`src/rtl/crc_attach_param.sv`:
```
// crc_attach_param: serial MSB-first CRC engine with attach and check modes.
// One bit per cycle in, registered output stream, CRC appended after data.
module crc_attach_param #(
    parameter int               CRC_W = 24,
    parameter logic [CRC_W-1:0] POLY  = 24'h864CFB,
    parameter logic [CRC_W-1:0] SEED  = '0
) (
    input  logic             CLK,
    input  logic             RST,
    input  logic             MODE,
    input  logic             IN_VALID,
    input  logic             IN_DATA,
    input  logic             IN_LAST,
    output logic             IN_READY,
    output logic             OUT_VALID,
    output logic             OUT_DATA,
    output logic             OUT_LAST,
    input  logic             OUT_READY,
    output logic [CRC_W-1:0] CRC_VALUE,
    output logic             CRC_DONE,
    output logic             CRC_OK
);
    localparam int CNT_W = $clog2(CRC_W + 1);

    typedef enum logic [1:0] {
        IDLE,
        DATA,
        APPEND
    } state_t;

    state_t           state_q, state_d;
    logic [CRC_W-1:0] lfsr_q, lfsr_d;
    logic [CRC_W-1:0] shift_q, shift_d;
    logic [CRC_W-1:0] crc_q, crc_d;
    logic [CNT_W-1:0] cnt_q, cnt_d;
    logic             mode_q, mode_d;
    logic             ov_q, ov_d;
    logic             od_q, od_d;
    logic             ol_q, ol_d;
    logic             done_q, done_d;
    logic             ok_q, ok_d;

    logic             adv;
    logic             in_fire;
    logic             fb;
    logic             mode_cur;
    logic [CRC_W-1:0] lfsr_base;
    logic [CRC_W-1:0] lfsr_upd;

    // A frame always starts from SEED, never from the stale remainder.
    assign adv       = !ov_q || OUT_READY;
    assign IN_READY  = adv && (state_q == IDLE || state_q == DATA);
    assign in_fire   = IN_VALID && IN_READY;
    assign lfsr_base = (state_q == IDLE) ? SEED : lfsr_q;
    assign fb        = IN_DATA ^ lfsr_base[CRC_W-1];
    assign lfsr_upd  = {lfsr_base[CRC_W-2:0], 1'b0} ^ (fb ? POLY : '0);
    assign mode_cur  = (state_q == IDLE) ? MODE : mode_q;

    assign OUT_VALID = ov_q;
    assign OUT_DATA  = od_q;
    assign OUT_LAST  = ol_q;
    assign CRC_VALUE = crc_q;
    assign CRC_DONE  = done_q;
    assign CRC_OK    = ok_q;

    // Next-state: frame sequencing, LFSR update, output register load.
    always_comb begin
        state_d = state_q;
        lfsr_d  = lfsr_q;
        shift_d = shift_q;
        crc_d   = crc_q;
        cnt_d   = cnt_q;
        mode_d  = mode_q;
        ov_d    = ov_q;
        od_d    = od_q;
        ol_d    = ol_q;
        done_d  = 1'b0;
        ok_d    = ok_q;

        if (adv) begin
            ov_d = 1'b0;
            ol_d = 1'b0;
        end

        unique case (state_q)
            IDLE, DATA: begin
                if (in_fire) begin
                    ov_d   = 1'b1;
                    od_d   = IN_DATA;
                    ol_d   = 1'b0;
                    lfsr_d = lfsr_upd;
                    if (state_q == IDLE) begin
                        mode_d  = MODE;
                        state_d = DATA;
                    end
                    if (IN_LAST) begin
                        crc_d  = lfsr_upd;
                        done_d = 1'b1;
                        lfsr_d = SEED;
                        if (mode_cur) begin
                            ol_d    = 1'b1;
                            ok_d    = (lfsr_upd == '0);
                            state_d = IDLE;
                        end else begin
                            shift_d = lfsr_upd;
                            cnt_d   = CNT_W'(CRC_W);
                            state_d = APPEND;
                        end
                    end
                end
            end
            APPEND: begin
                if (adv) begin
                    ov_d    = 1'b1;
                    od_d    = shift_q[CRC_W-1];
                    shift_d = {shift_q[CRC_W-2:0], 1'b0};
                    cnt_d   = cnt_q - CNT_W'(1);
                    ol_d    = (cnt_q == CNT_W'(1));
                    if (cnt_q == CNT_W'(1)) begin
                        state_d = IDLE;
                    end
                end
            end
            default: begin
                state_d = IDLE;
            end
        endcase
    end

    // State and datapath registers; reset discards any partial frame.
    always_ff @(posedge CLK or negedge RST) begin
        if (!RST) begin
            state_q <= IDLE;
            lfsr_q  <= SEED;
            shift_q <= '0;
            crc_q   <= '0;
            cnt_q   <= '0;
            mode_q  <= 1'b0;
            ov_q    <= 1'b0;
            od_q    <= 1'b0;
            ol_q    <= 1'b0;
            done_q  <= 1'b0;
            ok_q    <= 1'b0;
        end else begin
            state_q <= state_d;
            lfsr_q  <= lfsr_d;
            shift_q <= shift_d;
            crc_q   <= crc_d;
            cnt_q   <= cnt_d;
            mode_q  <= mode_d;
            ov_q    <= ov_d;
            od_q    <= od_d;
            ol_q    <= ol_d;
            done_q  <= done_d;
            ok_q    <= ok_d;
        end
    end

endmodule

```
`config.mk`:
```
export PLATFORM = sky130hd
export DESIGN_NAME = crc_attach_param
export DESIGN_NICKNAME = d
export VERILOG_FILES = /design/src/rtl/crc_attach_param.sv
export SDC_FILE = /design/constraint.sdc
export NUM_CORES = 1
export LEC_CHECK = 0
export BUFFER_PORTS_ARGS = -buffer_cell sky130_fd_sc_hd__buf_2
export CAP_MARGIN = 20
export CORE_ASPECT_RATIO = 0.7
export CORE_MARGIN = 1.5
export CORE_UTILIZATION = 53
export CTS_BUF_LIST = sky130_fd_sc_hd__clkbuf_8 sky130_fd_sc_hd__clkbuf_16
export CTS_CLUSTER_SIZE = 8
export DETAILED_ROUTE_END_ITERATION = 8
export PLACE_DENSITY = 0.83
export SKIP_LAST_GASP = 1
export SLEW_MARGIN = 20
export SYNTH_ARGS = -nofsm -noshare
export SYNTH_HDL_FRONTEND = slang
export SYNTH_SLANG_ARGS = --single-unit
```
`constraint.sdc`:
```
create_clock -name CLK -period 2.05 [get_ports CLK]
set_input_delay 0.41 -clock CLK [delete_from_list [all_inputs] [get_ports CLK]]
set_output_delay 0.41 -clock CLK [all_outputs]
set_load 0.005 [all_outputs]
```
==> impl_metrics.prom, run 1 <==
# TYPE chip_impl_metric gauge
chip_impl_metric{name="synth_seq_cells",unit=""} 85
chip_impl_metric{name="edff_count_synth",unit=""} 0
chip_impl_metric{name="synthesis.area_per_instance",unit="um^2"} 10.0
chip_impl_metric{name="groute.usage.overall",unit=""} 0.260
chip_impl_metric{name="num_vias",unit=""} 3172
chip_impl_metric{name="worst_ep_required_time",unit="ps"} 2270
chip_impl_metric{name="cts.clk_slew.worst_paths",unit="ps"} 100
chip_impl_metric{name="timing_max_transition_violations_final",unit=""} 0
chip_impl_metric{name="post-route-drc-count",unit=""} 0
chip_impl_metric{name="finalWeightedCongestion",unit=""} 0.849
chip_impl_metric{name="worst_pin_slew",unit="ps"} 587
chip_impl_metric{name="drt-initial-drc-count",unit=""} 370
chip_impl_metric{name="arrival",unit="ps"} 2170
chip_impl_info{name="cts-root-buf",value="sky130_fd_sc_hd__clkbuf_8"} 1
chip_impl_metric{name="globalRouteOverflowTotal",unit=""} 0
chip_impl_metric{name="dp.final_hpwl",unit="mm"} 6.34
chip_impl_metric{name="antenna-diode-count",unit=""} 0
chip_impl_info{name="path_common_cell",value="sky130_fd_sc_hd__buf_4"} 1
chip_impl_info{name="cp_cell_sequence",value="buf_4, o21ai_1, xor2_2, buf_4, xnor2_1, a21oi_1"} 1
chip_impl_metric{name="fillerInstances",unit=""} 570
chip_impl_metric{name="cp_max_fo",unit=""} 10
chip_impl_metric{name="die_h",unit="um"} 73.7
chip_impl_metric{name="synthXorXnorAreaFrac",unit=""} 0.0321
chip_impl_metric{name="worst_skew_pair.late_latency",unit="ps"} 360
chip_impl_metric{name="synth-async-reset-ratio",unit=""} 1.00
chip_impl_metric{name="cts.sink_count",unit=""} 85
chip_impl_metric{name="grt_start_max_net_pins",unit=""} 50
chip_impl_metric{name="achievable-frequency",unit="MHz"} 514
chip_impl_info{name="crit_path_slowest_cell",value="sky130_fd_sc_hd__dfrtp_1"} 1
chip_impl_metric{name="power_per_cell_area",unit="nW/um^2"} 1620
chip_impl_metric{name="timing.setup.tns",unit="ps"} 0
chip_impl_metric{name="clock_skews",unit="ps"} 13.6
chip_impl_metric{name="rows",unit=""} 25
chip_impl_metric{name="grt_antenna_before_repair",unit=""} 0
chip_impl_metric{name="register_area_share_after_synthesis",unit=""} 0.562
chip_impl_metric{name="syn-cell-area",unit="um^2"} 3780
chip_impl_metric{name="drive_gt1_frac",unit=""} 0.195
chip_impl_info{name="run_status",value="finished clean"} 1
chip_impl_metric{name="die_span_in_x",unit="um"} 104
chip_impl_metric{name="avgRoutedWirePerCell",unit="um"} 18.2
chip_impl_metric{name="yosys_warnings",unit=""} 0
chip_impl_metric{name="boundaryPins",unit=""} 37
chip_impl_metric{name="area.sequential",unit="um^2"} 2130
chip_impl_info{name="rsz_0062_raised_after_global_routing",value="no"} 1
chip_impl_metric{name="reg2regPathDepth",unit=""} 6
chip_impl_metric{name="slew_headroom",unit=""} 0.609
chip_impl_metric{name="multi_input_comb_area",unit="um^2"} 1540
chip_impl_metric{name="critical-path-max-stage-delay",unit="ps"} 510
chip_impl_metric{name="relative_area_change_from_synthesis_to_final_layout",unit="%"} 15.7
chip_impl_metric{name="design.final.nets",unit=""} 430
chip_impl_metric{name="number_of_buffers_inserted_by_post_cts_setup_repair",unit=""} 0
chip_impl_metric{name="yosys.area_share.adder",unit=""} 0.00992
chip_impl_metric{name="routed_via_density",unit=""} 6.11
chip_impl_metric{name="postSynthCellCount",unit=""} 377
chip_impl_metric{name="cts_buffer_depth",unit=""} 2
chip_impl_metric{name="yosys-mux-area-fraction",unit=""} 0.00264
chip_impl_metric{name="cts.htree.levels",unit=""} 3
chip_impl_metric{name="final.period_utilization",unit=""} 0.948
chip_impl_metric{name="static_power_due_to_leakage",unit="nW"} 2.06
chip_impl_metric{name="peakVddDrop",unit="mV"} 0.654
chip_impl_metric{name="synth_compound_area_frac",unit=""} 0.203
chip_impl_metric{name="setup_violations",unit=""} 0
chip_impl_info{name="critPathLaunchType",value="register"} 1
chip_impl_info{name="cts_tree",value="done"} 1
chip_impl_metric{name="grt_first_pass_wirelength",unit="mm"} 15.3
chip_impl_metric{name="fp.coreArea",unit="um^2"} 6820
chip_impl_metric{name="drt_wl_total",unit="mm"} 9.43
chip_impl_metric{name="ant_nets",unit=""} 0
chip_impl_metric{name="postLayoutCoreUtil",unit=""} 0.642
chip_impl_info{name="synth-main-ff-cell",value="sky130_fd_sc_hd__dfrtp_1"} 1
chip_impl_info{name="critical_path.endpoint_type",value="register"} 1
chip_impl_metric{name="numCtsBuffers",unit=""} 9
chip_impl_metric{name="report.final.hold_viol_count",unit=""} 0
chip_impl_metric{name="setup.reg_to_reg.worst_slack",unit="ps"} 110
chip_impl_metric{name="timing.final.crit_period",unit="ps"} 1940
chip_impl_metric{name="initial_utilization",unit=""} 0.555
chip_impl_info{name="synth_top_family_by_area",value="compound AO/OA/AOI/OAI gates"} 1
chip_impl_metric{name="grt_pass1_vias",unit=""} 3010
chip_impl_metric{name="placement.io_buffers",unit=""} 36
chip_impl_info{name="kind_of_critical_path",value="register to register"} 1
chip_impl_metric{name="cap_violations",unit=""} 0
chip_impl_metric{name="synthSimpleGateAreaFrac",unit=""} 0.156
chip_impl_metric{name="place_area",unit="um^2"} 4170
chip_impl_metric{name="syn_nets",unit=""} 387
chip_impl_metric{name="synth_cell_type_count",unit=""} 47
chip_impl_info{name="r2r-start",value="lfsr_q[23]"} 1
chip_impl_info{name="holdCritPathClass",value="input port to async pin"} 1
chip_impl_info{name="crit-reg2reg-capture",value="shift_q[17]"} 1
chip_impl_metric{name="first_pass_iters",unit=""} 7
chip_impl_metric{name="design_area",unit="um^2"} 4380
chip_impl_metric{name="fp.dieArea",unit="um^2"} 7670
[worst max path at each step]
| stage | start | end | cells past startpoint |
|---|---|---|---|
| after CTS | state_q[1] | shift_q[21] | 5 |
| after global placement | IN_VALID | CRC_OK | 6 |
| after detailed placement | IN_LAST | shift_q[16] | 6 |
| final | lfsr_q[23] | shift_q[17] | 6 |
| after global routing | lfsr_q[23] | CRC_OK | 5 |
| after floorplan | state_q[1] | lfsr_q[1] | 8 |
[through the flow]
step	hold WS, ps	cells	total power, mW	setup slack (ps)
2_1_floorplan	114	377	4.69	31.0
3_3_place_gp	441	503	5.66	102
3_5_place_dp	447	503	5.83	50.3
4_1_cts	51.7	519	7.04	109
5_1_grt	87.2	519	7.54	2.49
6_report	39.7	519	7.08	106
[timing repair]
| action | in CTS | in global routing |
|---|---|---|
| resized for setup | 0 | 2 |
| endpoints found under the hold margin | 0 | 0 |
| setup endpoints to repair | 0 | 11 |
| hold buffers | 0 | 0 |
[cell usage after synthesis (2+ instances only)]
cell	count	area (um^2)
sky130_fd_sc_hd__nand2_1	68	255
sky130_fd_sc_hd__or3_1	4	25.0
sky130_fd_sc_hd__a31oi_1	2	12.5
sky130_fd_sc_hd__nand3_1	3	15.0
sky130_fd_sc_hd__nor2b_1	3	18.8
sky130_fd_sc_hd__dfrtp_1	85	2130
sky130_fd_sc_hd__or2_2	3	18.8
sky130_fd_sc_hd__o31ai_1	4	30.0
sky130_fd_sc_hd__o41ai_1	2	17.5
sky130_fd_sc_hd__a221o_1	11	110
sky130_fd_sc_hd__nor4_1	2	12.5
sky130_fd_sc_hd__o22ai_1	12	75.1
sky130_fd_sc_hd__o2111ai_1	2	17.5
sky130_fd_sc_hd__clkbuf_1	20	75.1
sky130_fd_sc_hd__buf_2	4	20.0
sky130_fd_sc_hd__o22a_1	2	17.5
sky130_fd_sc_hd__and3_1	13	81.3
sky130_fd_sc_hd__o21ai_0	41	205
sky130_fd_sc_hd__inv_1	5	18.8
sky130_fd_sc_hd__buf_1	2	7.51
sky130_fd_sc_hd__a21oi_1	22	110
sky130_fd_sc_hd__nor2_1	12	45.0
sky130_fd_sc_hd__xnor2_1	12	105
sky130_fd_sc_hd__nand3b_1	2	15.0
sky130_fd_sc_hd__nor3_1	5	25.0
sky130_fd_sc_hd__nand2b_1	3	18.8
sky130_fd_sc_hd__ha_1	3	37.5
sky130_fd_sc_hd__a22o_1	11	96.3
[flip-flops by register name, summed over array words and instances, names as in the netlist]
signal and flops:
CRC_DONE 1, CRC_OK 1, CRC_VALUE 24, OUT_DATA 1, OUT_LAST 1, OUT_VALID 1, cnt_q 5, lfsr_q 24
mode_q 1, shift_q 24, state_q 2
[placed cells by master, fill, tap and decap left out, types with 4 or more instances in the layout]
cell / instances
sky130_fd_sc_hd__xnor2_1: 12
sky130_fd_sc_hd__dfrtp_1: 84
sky130_fd_sc_hd__o21ai_0: 41
sky130_fd_sc_hd__buf_4: 22
sky130_fd_sc_hd__clkbuf_8: 9
sky130_fd_sc_hd__nand2_1: 68
sky130_fd_sc_hd__or3_1: 4
sky130_fd_sc_hd__a21oi_1: 22
sky130_fd_sc_hd__nor2_1: 12
sky130_fd_sc_hd__o31ai_1: 4
sky130_fd_sc_hd__o22ai_1: 12
sky130_fd_sc_hd__buf_2: 35
sky130_fd_sc_hd__inv_1: 6
sky130_fd_sc_hd__a221o_1: 11
sky130_fd_sc_hd__a22o_1: 11
sky130_fd_sc_hd__and3_1: 13
sky130_fd_sc_hd__nor3_1: 5
[layout make-up]
| class | count | area share |
|---|---|---|
| Clock buffer | 9 | 0.0283 |
| Sequential cell | 85 | 0.486 |
| Clock inverter | 7 | 0.0171 |
| Timing Repair Buffer | 59 | 0.0869 |
| Multi-Input combinational cell | 260 | 0.351 |
| Inverter | 5 | 0.00429 |
| Tap cell | 94 | 0.0269 |
[critical path, delay by kind of cell, from the launching register on]
| family | cells | cell delay, ps |
|---|---|---|
| AO/OA/AOI/OAI | 2 | 250 |
| XOR/XNOR | 2 | 640 |
| buffers and inverters | 2 | 420 |
| flip-flops | 1 | 510 |
[where the power goes]
| part | switching, mW | internal (mW) |
|---|---|---|
| combinational | 1.65 | 1.26 |
| sequential | 0.563 | 2.39 |
| clock | 0.638 | 0.567 |
| total | 2.85 | 4.22 |
[kinds of logic after synthesis]
logic type | after synthesis
adder cells (fa/ha/maj) | 3
XOR/XNOR | 13
AO/OA/AOI/OAI | 118
buffers and inverters | 32
flip-flops | 85
AND/OR/NAND/NOR | 125
multiplexers | 1
[routing by layer]
| layer | track usage | wire, um | vias to the layer above |
|---|---|---|---|
| li1 | - | - | 1436 |
| met1 | 0.367 | 4260 | 1544 |
| met2 | 0.394 | 4210 | 165 |
| met3 | 0.0603 | 781 | 27 |
| met4 | 0.102 | 185 | 0 |
| met5 | 0 | 0 | - |
No activity file was read; power rests on OpenSTA's default activity.
==> run 2, diff against run 1 <==
--- a/config.mk
+++ b/config.mk
@@ -13,7 +13,7 @@
 export CTS_BUF_LIST = sky130_fd_sc_hd__clkbuf_8 sky130_fd_sc_hd__clkbuf_16
 export CTS_CLUSTER_SIZE = 8
 export DETAILED_ROUTE_END_ITERATION = 8
-export PLACE_DENSITY = 0.83
+export PLACE_DENSITY_LB_ADDON = 0.1
 export SKIP_LAST_GASP = 1
 export SLEW_MARGIN = 20
 export SYNTH_ARGS = -nofsm -noshare
==> impl_metrics.prom, run 2 (synthesized netlist as in run 1, its figures left out) <==
# TYPE chip_impl_metric gauge
chip_impl_metric{name="grt_start_max_net_pins",unit=""} 50
chip_impl_metric{name="switching_share",unit=""} 0.393
chip_impl_metric{name="place_area",unit="um^2"} 4220
chip_impl_metric{name="final.period_utilization",unit=""} 0.935
chip_impl_info{name="cts-root-buf",value="sky130_fd_sc_hd__clkbuf_8"} 1
chip_impl_metric{name="static_power_due_to_leakage",unit="nW"} 2.10
chip_impl_metric{name="antenna-diode-count",unit=""} 0
chip_impl_metric{name="groute.usage.overall",unit=""} 0.261
chip_impl_info{name="rsz_0062_raised_after_global_routing",value="no"} 1
chip_impl_metric{name="place_worst_setup_slack",unit="ps"} 71.5
chip_impl_info{name="critical_path.endpoint_type",value="register"} 1
chip_impl_metric{name="relative_area_change_from_synthesis_to_final_layout",unit="%"} 17.3
chip_impl_metric{name="cts.htree.levels",unit=""} 3
chip_impl_metric{name="peakVddDrop",unit="mV"} 0.626
chip_impl_metric{name="postLayoutCoreUtil",unit=""} 0.651
chip_impl_metric{name="post-route-drc-count",unit=""} 0
chip_impl_metric{name="number_of_buffers_inserted_by_post_cts_setup_repair",unit=""} 0
chip_impl_info{name="holdCritPathClass",value="input port to register"} 1
chip_impl_metric{name="combinationalPowerShare",unit=""} 0.418
chip_impl_metric{name="reg2regPathDepth",unit=""} 5
chip_impl_metric{name="critical-path-max-stage-delay",unit="ps"} 540
chip_impl_metric{name="drive_gt1_frac",unit=""} 0.200
chip_impl_metric{name="setup_violations",unit=""} 0
chip_impl_metric{name="drt-initial-drc-count",unit=""} 185
chip_impl_metric{name="globalRouteOverflowTotal",unit=""} 0
chip_impl_metric{name="drt_wl_total",unit="mm"} 9.33
chip_impl_metric{name="design_area",unit="um^2"} 4440
chip_impl_metric{name="first_pass_iters",unit=""} 4
chip_impl_info{name="cts_tree",value="done"} 1
chip_impl_metric{name="final.setup.worst_slack",unit="ps"} 132
chip_impl_metric{name="grt_first_pass_wirelength",unit="mm"} 15.2
chip_impl_metric{name="cap_violations",unit=""} 0
chip_impl_metric{name="fp.coreArea",unit="um^2"} 6820
chip_impl_info{name="layout.cells.most_common_list",value="sky130_fd_sc_hd__dfrtp_1, sky130_fd_sc_hd__nand2_1, sky130_fd_sc_hd__o21ai_0"} 1
chip_impl_metric{name="worst_pin_slew",unit="ps"} 566
chip_impl_metric{name="initial_utilization",unit=""} 0.555
chip_impl_info{name="cp_cell_sequence",value="and2b_2, nand3_2, or3_1, or4_1, o31ai_2"} 1
chip_impl_metric{name="dp.final_hpwl",unit="mm"} 6.21
chip_impl_metric{name="cells_on_worst_hold_path",unit=""} 3
chip_impl_metric{name="slew_headroom",unit=""} 0.622
chip_impl_metric{name="die_h",unit="um"} 73.7
chip_impl_metric{name="power_per_cell_area",unit="nW/um^2"} 1620
chip_impl_metric{name="cp_max_fo",unit=""} 4
chip_impl_metric{name="finalWeightedCongestion",unit=""} 0.808
chip_impl_metric{name="timing_max_transition_violations_final",unit=""} 0
chip_impl_metric{name="ant_nets",unit=""} 0
chip_impl_info{name="critPathLaunchType",value="register"} 1
chip_impl_metric{name="cts_buffer_depth",unit=""} 2
chip_impl_metric{name="report.final.hold_viol_count",unit=""} 0
chip_impl_metric{name="internal_power",unit="mW"} 4.37
chip_impl_metric{name="routed_via_density",unit=""} 5.83
chip_impl_metric{name="numCtsBuffers",unit=""} 9
chip_impl_metric{name="rows",unit=""} 25
chip_impl_metric{name="timing.final.crit_period",unit="ps"} 1920
chip_impl_metric{name="achievable-frequency",unit="MHz"} 521
chip_impl_info{name="crit_path_slowest_cell",value="sky130_fd_sc_hd__or4_1"} 1
chip_impl_metric{name="placement.io_buffers",unit=""} 36
chip_impl_metric{name="clock_skews",unit="ps"} 10.5
chip_impl_metric{name="power.switching",unit="mW"} 2.82
chip_impl_metric{name="die_span_in_x",unit="um"} 104
chip_impl_metric{name="grt_antenna_before_repair",unit=""} 0
chip_impl_metric{name="cts.clk_slew.worst_paths",unit="ps"} 90
chip_impl_metric{name="worst_skew_pair.late_latency",unit="ps"} 360
chip_impl_metric{name="avgRoutedWirePerCell",unit="um"} 17.8
chip_impl_metric{name="boundaryPins",unit=""} 37
chip_impl_info{name="run_status",value="finished clean"} 1
chip_impl_metric{name="design.final.nets",unit=""} 434
chip_impl_metric{name="cts.sink_count",unit=""} 85
chip_impl_metric{name="worst_ep_required_time",unit="ps"} 2330
chip_impl_metric{name="grt_pass1_vias",unit=""} 2889
chip_impl_metric{name="timing.setup.tns",unit="ps"} 0
chip_impl_metric{name="fillerInstances",unit=""} 587
chip_impl_metric{name="arrival",unit="ps"} 2200
chip_impl_metric{name="p_seq_frac",unit=""} 0.409
chip_impl_metric{name="num_vias",unit=""} 3047
chip_impl_metric{name="pwr-share-clk",unit=""} 0.173
chip_impl_info{name="layout.cells.most_common",value="sky130_fd_sc_hd__dfrtp_1"} 1
chip_impl_info{name="kind_of_critical_path",value="register to register"} 1
chip_impl_metric{name="fp.dieArea",unit="um^2"} 7670
chip_impl_metric{name="total_power",unit="mW"} 7.19
## run 2: metrics by stage
step,cells,hold WS [ps]
CTS,523,345
finish,523,351
floorplan,377,114
global placement,506,366
global route,523,358
detailed placement,506,363
## run 2: power groups by stage
stage / Sequential (mW) / Clock (mW) / Combinational (mW)
global route: 3.03 / 1.32 / 3.36
global placement: 2.93 / 0 / 2.94
floorplan: 2.85 / 0 / 1.84
finish: 2.94 / 1.24 / 3.01
detailed placement: 2.95 / 0 / 2.99
CTS: 2.93 / 1.26 / 3.02
## run 2: worst paths after layout
path                                     from            end  slack, ps
worst max-delay path               state_q[1]         CRC_OK        130
worst min-delay path                     MODE         mode_q        350
worst max register to register     state_q[1]         CRC_OK        130
worst min register to register  CRC_VALUE[17]  CRC_VALUE[17]        480
max in group asynchronous                 RST     shift_q[2]        960
min in group asynchronous                 RST         mode_q        510
## run 2: area by class of cell
class / instances / area, um^2 / area share
clock buffer: 10 / 138 / 0.0310
clock inverter: 6 / 70.1 / 0.0158
inverter: 5 / 18.8 / 0.00423
multi-input combinational: 260 / 1530 / 0.345
sequential: 85 / 2130 / 0.479
tap: 94 / 118 / 0.0265
timing repair buffer: 63 / 438 / 0.0986
## run 2: worst max-delay path, delay by kind of cell (launching register included)
family	cells	cell delay [ps]
AO/OA/AOI/OAI	1	170
AND/OR/NAND/NOR	4	1270
flip-flops	1	400
## run 2: per-layer routing
metal  global-route usage  routed length [um]  up-vias
li1                     -                   -     1446
met1                0.377                4550     1499
met2                0.392                4060       89
met3               0.0568                 568       13
met4               0.0880                 149        0
met5                    0                   0        -
## run 2: repair_timing
item | in CTS | in global routing
endpoints found under the setup margin | 0 | 1
gates resized for setup | 0 | 1
hold buffers | 1 | 0
hold endpoints to repair | 27 | 0
==> run 3, diff against run 2 <==
--- a/config.mk
+++ b/config.mk
@@ -7,9 +7,11 @@
 export LEC_CHECK = 0
 export BUFFER_PORTS_ARGS = -buffer_cell sky130_fd_sc_hd__buf_2
 export CAP_MARGIN = 20
+export CELL_PAD_IN_SITES_DETAIL_PLACEMENT = 1
+export CELL_PAD_IN_SITES_GLOBAL_PLACEMENT = 1
 export CORE_ASPECT_RATIO = 0.7
 export CORE_MARGIN = 1.5
-export CORE_UTILIZATION = 53
+export CORE_UTILIZATION = 41
 export CTS_BUF_LIST = sky130_fd_sc_hd__clkbuf_8 sky130_fd_sc_hd__clkbuf_16
 export CTS_CLUSTER_SIZE = 8
 export DETAILED_ROUTE_END_ITERATION = 8
==> impl_metrics.prom, run 3 (synthesized netlist as in run 1, its figures left out) <==
# TYPE chip_impl_metric gauge
chip_impl_metric{name="globalRouteOverflowTotal",unit=""} 0
chip_impl_metric{name="fillerInstances",unit=""} 1047
chip_impl_metric{name="cts_buffer_depth",unit=""} 2
chip_impl_metric{name="final.period_utilization",unit=""} 0.927
chip_impl_metric{name="timing_max_transition_violations_final",unit=""} 0
chip_impl_info{name="cts-root-buf",value="sky130_fd_sc_hd__clkbuf_16"} 1
chip_impl_info{name="cts_tree",value="done"} 1
chip_impl_metric{name="report.final.hold_viol_count",unit=""} 0
chip_impl_metric{name="post-route-drc-count",unit=""} 0
chip_impl_metric{name="die_h",unit="um"} 83.4
chip_impl_info{name="rsz_0062_raised_after_global_routing",value="no"} 1
chip_impl_metric{name="antenna-diode-count",unit=""} 0
chip_impl_metric{name="slew_headroom",unit=""} 0.660
chip_impl_metric{name="timing.setup.tns",unit="ps"} 0
chip_impl_metric{name="finalWeightedCongestion",unit=""} 0.774
chip_impl_metric{name="worst_ep_required_time",unit="ps"} 2290
chip_impl_metric{name="timing.final.crit_period",unit="ps"} 1900
chip_impl_metric{name="relative_area_change_from_synthesis_to_final_layout",unit="%"} 21.2
chip_impl_metric{name="design.final.nets",unit=""} 440
chip_impl_metric{name="setup.reg_to_reg.worst_slack",unit="ps"} 150
chip_impl_metric{name="fp.dieArea",unit="um^2"} 9830
chip_impl_metric{name="first_pass_iters",unit=""} 4
chip_impl_metric{name="number_of_buffers_inserted_by_post_cts_setup_repair",unit=""} 0
chip_impl_metric{name="setup_violations",unit=""} 0
chip_impl_metric{name="cts.htree.levels",unit=""} 3
chip_impl_metric{name="postLayoutCoreUtil",unit=""} 0.510
chip_impl_info{name="run_status",value="finished clean"} 1
chip_impl_metric{name="cts.clk_slew.worst_paths",unit="ps"} 60
chip_impl_info{name="critical_path.endpoint_type",value="register"} 1
chip_impl_metric{name="ant_nets",unit=""} 0
chip_impl_metric{name="drive_gt1_frac",unit=""} 0.211
chip_impl_metric{name="cells_on_worst_hold_path",unit=""} 2
chip_impl_metric{name="rows",unit=""} 29
chip_impl_info{name="crit-reg2reg-capture",value="CRC_OK"} 1
chip_impl_metric{name="drt-initial-drc-count",unit=""} 205
chip_impl_metric{name="avgRoutedWirePerCell",unit="um"} 18.5
chip_impl_metric{name="static_power_due_to_leakage",unit="nW"} 2.16
chip_impl_info{name="holdCritPathClass",value="input port to register"} 1
chip_impl_metric{name="worst_skew_pair.late_latency",unit="ps"} 340
chip_impl_metric{name="groute.usage.overall",unit=""} 0.232
chip_impl_metric{name="placement.io_buffers",unit=""} 36
chip_impl_metric{name="clock_skews",unit="ps"} 8.58
chip_impl_metric{name="boundaryPins",unit=""} 37
chip_impl_metric{name="area.sequential",unit="um^2"} 2130
chip_impl_metric{name="cp_max_fo",unit=""} 3
chip_impl_metric{name="routed_via_density",unit=""} 5.58
chip_impl_metric{name="num_vias",unit=""} 3122
chip_impl_info{name="r2r-start",value="state_q[1]"} 1
chip_impl_metric{name="reg2regPathDepth",unit=""} 5
chip_impl_info{name="critPathLaunchType",value="register"} 1
chip_impl_metric{name="achievable-frequency",unit="MHz"} 526
chip_impl_metric{name="grt_first_pass_wirelength",unit="mm"} 17.7
chip_impl_metric{name="grt_pass1_vias",unit=""} 3205
chip_impl_info{name="layout.cells.most_common_list",value="sky130_fd_sc_hd__dfrtp_1, sky130_fd_sc_hd__nand2_1, sky130_fd_sc_hd__o21ai_0"} 1
chip_impl_info{name="layout.cells.most_common",value="sky130_fd_sc_hd__dfrtp_1"} 1
chip_impl_metric{name="die_span_in_x",unit="um"} 118
chip_impl_info{name="kind_of_critical_path",value="register to register"} 1
chip_impl_metric{name="cap_violations",unit=""} 0
chip_impl_metric{name="grt_antenna_before_repair",unit=""} 0
chip_impl_metric{name="numCtsBuffers",unit=""} 9
chip_impl_metric{name="grt_start_max_net_pins",unit=""} 50
chip_impl_metric{name="worst_pin_slew",unit="ps"} 509
chip_impl_metric{name="fp.coreArea",unit="um^2"} 9000
chip_impl_metric{name="dp.final_hpwl",unit="mm"} 7.27
chip_impl_info{name="whs_endpoint",value="state_q[0]"} 1
chip_impl_metric{name="cts.sink_count",unit=""} 85
chip_impl_metric{name="initial_utilization",unit=""} 0.421
chip_impl_metric{name="peakVddDrop",unit="mV"} 0.674
chip_impl_metric{name="multi_input_comb_area",unit="um^2"} 1540
chip_impl_metric{name="drt_wl_total",unit="mm"} 10.3
chip_impl_metric{name="power_per_cell_area",unit="nW/um^2"} 1650
chip_impl_metric{name="arrival",unit="ps"} 2140
chip_impl_info{name="holdCritStartpoint",value="IN_VALID"} 1
## run 3: cell types whose count changed in the layout (fill, tap and decap cells not counted), moves of 2 or more
cell and delta:
sky130_fd_sc_hd__clkbuf_16 +9, sky130_fd_sc_hd__clkbuf_8 -8, sky130_fd_sc_hd__clkinv_4 -3, sky130_fd_sc_hd__clkinv_2 +2, sky130_fd_sc_hd__buf_4 +7
## run 3: how the worst max path moves through the flow
stage / start / end / slack [ps] / cells after the start
final: state_q[1] / CRC_OK / 150 / 5
after global routing: state_q[1] / CRC_OK / 8 / 5
after CTS: state_q[1] / CRC_OK / 130 / 5
after detailed placement: IN_VALID / CRC_OK / 30 / 6
after global placement: IN_VALID / CRC_OK / 90 / 6
after floorplan: state_q[1] / lfsr_q[1] / 30 / 8
## run 3: per-layer routing
layer  up-vias  global-route usage  routed length [um]
met5         -                   0                   0
li1       1463                   -                   -
met1      1588               0.328                4920
met2        64               0.357                4810
met3         7              0.0570                 505
met4         0              0.0654                 110
## run 3: critical path, stage by stage (launching register included)
cell                      delay, ps
sky130_fd_sc_hd__dfrtp_1        370
sky130_fd_sc_hd__and2b_2        240
sky130_fd_sc_hd__nand3_2         80
sky130_fd_sc_hd__or3_1          370
sky130_fd_sc_hd__or4_1          540
sky130_fd_sc_hd__o31ai_2        200
## run 3: what timing repair did
action / in CTS / in global routing
setup endpoints to repair: 0 / 1
hold endpoints to repair: 18 / 0
hold buffers: 1 / 0
gates resized for setup: 0 / 2
## run 3: final cells by class
type                    count  share of cell area
clock buffers              11              0.0551
clock inverters             5             0.00573
inverters                   5             0.00409
multi-input cells         260               0.335
flip-flops and latches     85               0.464
well taps                 124              0.0338
repair buffers             69               0.103
## run 3: per-stage QoR
stage | instance area, um^2 | std cells | power (mW) | hold WS (ps) | setup slack, ps
final | 4590 | 559 | 7.58 | 314 | 150
after global routing | 4590 | 559 | 8.17 | 321 | 8.41
after CTS | 4580 | 559 | 7.63 | 305 | 126
after detailed placement | 4290 | 542 | 6.06 | 366 | 27.5
after global placement | 4290 | 542 | 5.96 | 364 | 95.0
after floorplan | 3780 | 377 | 4.69 | 114 | 31.0
## run 3: report_power, final
group	switching (mW)	internal, mW
Clock	0.652	0.876
Sequential	0.541	2.40
Combinational	1.74	1.37
